<file path="src/rtl/w_counter_pkg.sv">
// ----------------------------------------------------------------------------
// w_counter_pkg
// Shared constants for the w_updown_counter family:
//   - direction encodings for the 'up' input (DIR_UP / DIR_DOWN)
//   - legal bounds for the WIDTH and MODULUS parameters
//   - modulus_max(): largest legal MODULUS for a given WIDTH (2**WIDTH)
// ----------------------------------------------------------------------------
package w_counter_pkg;

  // Direction encodings for the 'up' input.
  localparam logic DIR_UP   = 1'b1;
  localparam logic DIR_DOWN = 1'b0;

  // Legal parameter bounds.
  localparam int     WIDTH_MIN   = 2;
  localparam int     WIDTH_MAX   = 32;
  localparam longint MODULUS_MIN = 2;

  // Largest legal modulus for a counter of the given width. A 64-bit
  // result is used because 2**32 does not fit in an int.
  function automatic longint modulus_max(input int width);
    return longint'(1) << width;
  endfunction

endpackage : w_counter_pkg

</file>
<file path="src/rtl/w_updown_counter.sv">
// ----------------------------------------------------------------------------
// w_updown_counter
// Synchronous modulo-N up/down counter with parallel load and cascadable
// terminal count (74x190/74x169 style enable scheme).
//
// Parameters:
//   WIDTH    counter width in bits (2..32)
//   MODULUS  count length (2..2**WIDTH); q spans 0..MODULUS-1
//
// Ports:
//   cp   in   1      clock, all state changes on the rising edge
//   mr   in   1      synchronous active-high reset (highest priority)
//   cep  in   1      parallel count enable
//   cet  in   1      trickle count enable, also gates tc
//   pe   in   1      parallel load enable (beats counting)
//   up   in   1      direction, DIR_UP = increment, DIR_DOWN = decrement
//   d    in   WIDTH  parallel load data, clamped to MODULUS-1
//   q    out  WIDTH  registered count
//   ovf  out  1      sticky wrap flag (only with W_UPDOWN_COUNTER_OVF_EN)
//   tc   out  1      terminal count, combinational from q, cet and up
//
// Optional feature macro: W_UPDOWN_COUNTER_OVF_EN
//   When defined, the registered output ovf is present. It is set on any
//   counting edge that wraps (in either direction) and is cleared by mr or
//   pe. When undefined, neither the port nor its register exists.
//
// Cascading: wire tc of stage n to cet of stage n+1 and share cep; no glue
// logic is needed because tc already includes cet.
// ----------------------------------------------------------------------------
module w_updown_counter
  import w_counter_pkg::*;
#(
  parameter int     WIDTH   = 4,
  parameter longint MODULUS = 16
) (
  input  logic             cp,
  input  logic             mr,
  input  logic             cep,
  input  logic             cet,
  input  logic             pe,
  input  logic             up,
  input  logic [WIDTH-1:0] d,
  output logic [WIDTH-1:0] q,
`ifdef W_UPDOWN_COUNTER_OVF_EN
  output logic             ovf,
`endif
  output logic             tc
);

  // Largest count value. MODULUS-1 always fits in WIDTH bits, so comparing
  // d against Q_MAX is equivalent to d >= MODULUS without widening d.
  localparam logic [WIDTH-1:0] Q_MAX  = WIDTH'(MODULUS - 1);
  localparam logic [WIDTH-1:0] Q_ZERO = '0;
  localparam logic [WIDTH-1:0] Q_ONE  = WIDTH'(1);

  // Reject illegal parameterisations at elaboration time.
  if (WIDTH < WIDTH_MIN || WIDTH > WIDTH_MAX) begin : g_bad_width
    $error("w_updown_counter: WIDTH out of range");
  end
  if (MODULUS < MODULUS_MIN || MODULUS > modulus_max(WIDTH)) begin : g_bad_modulus
    $error("w_updown_counter: MODULUS out of range");
  end

  always_ff @(posedge cp) begin
    if (mr) begin
      q <= Q_ZERO;
`ifdef W_UPDOWN_COUNTER_OVF_EN
      ovf <= 1'b0;
`endif
    end else if (pe) begin
      // Out-of-range load data saturates so q never leaves 0..MODULUS-1.
      q <= (d > Q_MAX) ? Q_MAX : d;
`ifdef W_UPDOWN_COUNTER_OVF_EN
      ovf <= 1'b0;
`endif
    end else if (cep && cet) begin
      if (up == DIR_UP) begin
        if (q == Q_MAX) begin
          q <= Q_ZERO;
`ifdef W_UPDOWN_COUNTER_OVF_EN
          ovf <= 1'b1;
`endif
        end else begin
          q <= q + Q_ONE;
        end
      end else begin
        if (q == Q_ZERO) begin
          q <= Q_MAX;
`ifdef W_UPDOWN_COUNTER_OVF_EN
          ovf <= 1'b1;
`endif
        end else begin
          q <= q - Q_ONE;
        end
      end
    end
  end

  // Terminal count: last state in the current direction, qualified by cet
  // only (cep deliberately excluded so cascades ripple correctly).
  assign tc = cet & (((up == DIR_UP) & (q == Q_MAX)) | ((up == DIR_DOWN) & (q == Q_ZERO)));

endmodule : w_updown_counter
</file>
<file path="config.mk">
export PLATFORM = sky130hd
export DESIGN_NAME = w_updown_counter
export DESIGN_NICKNAME = d
export VERILOG_FILES = /design/src/rtl/w_counter_pkg.sv /design/src/rtl/w_updown_counter.sv
export SDC_FILE = /design/constraint.sdc
export NUM_CORES = 1
export LEC_CHECK = 0
export BUFFER_PORTS_ARGS = -buffer_cell sky130_fd_sc_hd__clkbuf_2
export CAP_MARGIN = 20
export CORE_AREA = 10 10 47 49
export CTS_CLUSTER_DIAMETER = 150
export CTS_CLUSTER_SIZE = 25
export DETAILED_ROUTE_END_ITERATION = 10
export DIE_AREA = 0 0 57 59
export SLEW_MARGIN = 20
export SYNTH_ARGS = -nofsm -noshare
export SYNTH_HDL_FRONTEND = slang
export SYNTH_SLANG_ARGS = --single-unit
</file>
<file path="constraint.sdc">
create_clock -name cp -period 1.6 [get_ports cp]
set_input_delay 0.32 -clock cp [delete_from_list [all_inputs] [get_ports cp]]
set_output_delay 0.32 -clock cp [all_outputs]
set_load 0.005 [all_outputs]
</file>
==> results_dict.tcl <==
set metrics [dict create \
    cpLargestDelayFamily "flip-flops" \
    path_buf_inv 2 \
    ys_seq_elements 4 \
    die_h_um 59 \
    synth.mux.area_fraction 0.03089 \
    peakVddDrop_v 0.0002387 \
    grt_pass1_vias 378 \
    setup_tns_ns 0 \
    yosysSeqAreaShare 0.2471 \
    num_io_pins 15 \
    p_clk_frac 0.333 \
    antenna_found_initial 0 \
    status "complete, no violations" \
    p_leak_nw 0.2484 \
    route.detailed.wl_per_inst_um 12.34 \
    largest_register "q" \
    arrival_ns 1.23 \
    drc 0 \
    synth.net_count 54 \
    drive_above_1_share 0.5469 \
    cts_tree "yes" \
    largest_reg_flops 4 \
    synthArstFlopShare 0 \
    synth_top_family_by_area "compound AO/OA/AOI/OAI gates" \
    synthAdderAreaFrac 0.07722 \
    rsz0062_at_grt "no" \
    min_period_ns 1.548 \
    cp.required_ns 1.28 \
    total_power_w 0.0003636 \
    crit_path_start_kind "flop" \
    synth-compound-area-share 0.2857 \
    area_growth_pct 59.07 \
    synth.distinct_cells 26 \
    multi_input_area_sq_um 252.7 \
    intPower_w 0.0002584 \
    grt_pass1_wl_um 1676 \
    whs_ns 0.3097 \
    rows 14 \
    power_density_nw_per_um2 705.3 \
    drtIter0Drc 2 \
    cts_hold_buf 0 \
    seq_area_sq_um 87.58 \
    ys_warn_count 0 \
    crit_slowest_cell "dfxtp_4" \
    dp_hpwl_um 709 \
    grt_max_degree 9 \
    avgSynthCellArea_sq_um 7.716 \
    vias_per_cell 4.638 \
    wl_um 987 \
    drt.antenna.violating_nets 0 \
    dieArea_sq_um 3363 \
    nets 78 \
    synth-simple-area-share 0.2201 \
    worstMarginPinSlew_ns 0.2978 \
    end_kind "primary output" \
    fmax_mhz 645.9 \
    grt-ovfl-total 0 \
    syn_inst 42 \
    place_inst 71 \
    grtUsageTotal 0.06120 \
    antenna-diode-count 0 \
    finalClockSkew_ns 0.001494 \
    cts_root_buffer "clkbuf_4" \
    final_util 0.3679 \
    critPathKind "reg -> out" \
    timing.final.crit_share 0.9676 \
    netlist_area_sq_um 324.1 \
    p_comb_frac 0.330 \
    place_congestion 0.7520 \
    cts_max_level 1 \
    critPathMaxStageDelay_ns 0.35 \
    worst-path-max-fanout 4 \
    clock_path_buffers 2 \
    finalSetupViolCount 0 \
    die_w_um 57 \
    slew_headroom 0.8012 \
    synthXorXnorAreaFrac 0.08108 \
    finalNonFillerCells 80 \
    clk_pin_slew_ns 0.03 \
    core_sq_um 1401 \
    synth_flop_cell "dfxtp_1" \
    portBuffers 14 \
    clkLatencyLatePin_ns 0.23 \
    start_util 0.2313 \
    hold_path.class "in -> reg" \
    share_seq_of_total_power 0.337 \
    synth-edff-count 0 \
    p_switching_w 0.0001052 \
    cts.sinks 4 \
    numCtsBuffers 3 \
    reg_top3 "q (4)" \
    cp_cell_sequence "inv_4 -> ha_4 -> nand2b_4 -> o31ai_2 -> and2_1 -> buf_2" \
    drv_cap 0 \
    vias 371 \
    hold_viol 0 \
    slew_violations 0 \
    switching_share 0.2893 \
    fill_cells 151 \
    drt_first_pass_iters 4 \
]
through the flow:
stage	worst slack, ns	area (sq um)
detailed placement	0.1181	410.4
global placement	0.1535	410.4
global route	0.003265	515.5
finish	0.05181	515.5
floorplan	0.2586	324.1
CTS	-0.01439	498.0
per-layer routing:
layer	up-vias	share of wire	wire [um]	global-route usage
li1	194	-	-	-
met1	164	0.45	444	0.06731
met2	11	0.45	440	0.08837
met3	2	0.097	96	0.03433
met4	0	0.0061	6	0.04027
met5	-	0	0	0
cell type report:
type,instances,share of cell area
multi-input combinational,33,0.4903
clock buffer,3,0.04369
timing repair buffer,20,0.2233
inverter,4,0.03398
tap,16,0.03883
sequential,4,0.1699
worst register-to-register path, stage by stage (launching register included):
cell and delay (ns):
dfxtp_4 0.35, buf_4 0.15, or4_4 0.52, a311oi_2 0.22
a211oi_1 0.10
synthesized netlist by cell type (2+ instances only):
master | number | area [sq um]
ha_1 | 2 | 25.02
a211oi_1 | 2 | 15.01
inv_1 | 3 | 11.26
dfxtp_1 | 4 | 80.08
a21oi_1 | 6 | 30.03
xor2_1 | 2 | 17.52
nor2_1 | 4 | 15.01
timing repair:
item	in CTS	in global routing
cloned	0	0
resized for setup	9	4
pin swaps	3	3
endpoints found under the setup margin	1	1
setup buffers	5	1
logic make-up (layout without fill, tap and decap cells):
family	after synthesis	in the layout
AOI/OAI and AO/OA	14	14
xor gates and xnor gates	3	3
adders and majority gates	2	2
buffers and inverters	5	27
DFF	4	4
muxes	1	1
and+or+nand+nor	13	13
power groups by stage:
stage / sequential, W / clock, W / combinational (W)
final: 0.000123 / 0.000121 / 0.000120
after global routing: 0.000124 / 0.000128 / 0.000134
after CTS: 0.000121 / 0.000127 / 0.000114
after detailed placement: 0.000126 / 0 / 0.0000820
after global placement: 0.000125 / 0 / 0.0000812
after floorplan: 0.000124 / 0 / 0.0000500
placed cells by master (no fill, tap or decap):
cell type  netlist  routed
a211oi_1         2       2
a21o_1           1       1
a21oi_1          6       6
a311oi_2         1       1
and2_1           1       1
buf_2            0       1
buf_4            0       6
clkbuf_2         0      13
clkbuf_4         0       3
dfxtp_1          4       2
dfxtp_4          0       2
ha_2             0       1
ha_4             0       1
inv_1            3       1
inv_2            1       2
inv_4            0       1
mux2i_1          1       1
nand2_1          1       1
nand2_2          1       1
nand2b_4         0       1
nand3_1          1       1
nand4_1          1       1
nor2_1           4       4
nor2b_1          1       1
nor3_1           1       1
o21a_1           1       1
o21ai_0          1       1
o21ai_1          1       1
o31ai_2          0       1
or4_4            1       1
xnor2_1          1       1
xor2_1           2       2
worst paths after layout:
kind | slack (ns) | cells after the start | start | end
worst max-delay path | 0.05 | 6 | q[0] | tc
worst min register to register | 0.70 | 3 | q[1] | q[1]
worst min-delay path | 0.31 | 2 | mr | q[0]
worst max register to register | 0.13 | 4 | q[0] | q[3]
Power figures use the tool's default switching activity.
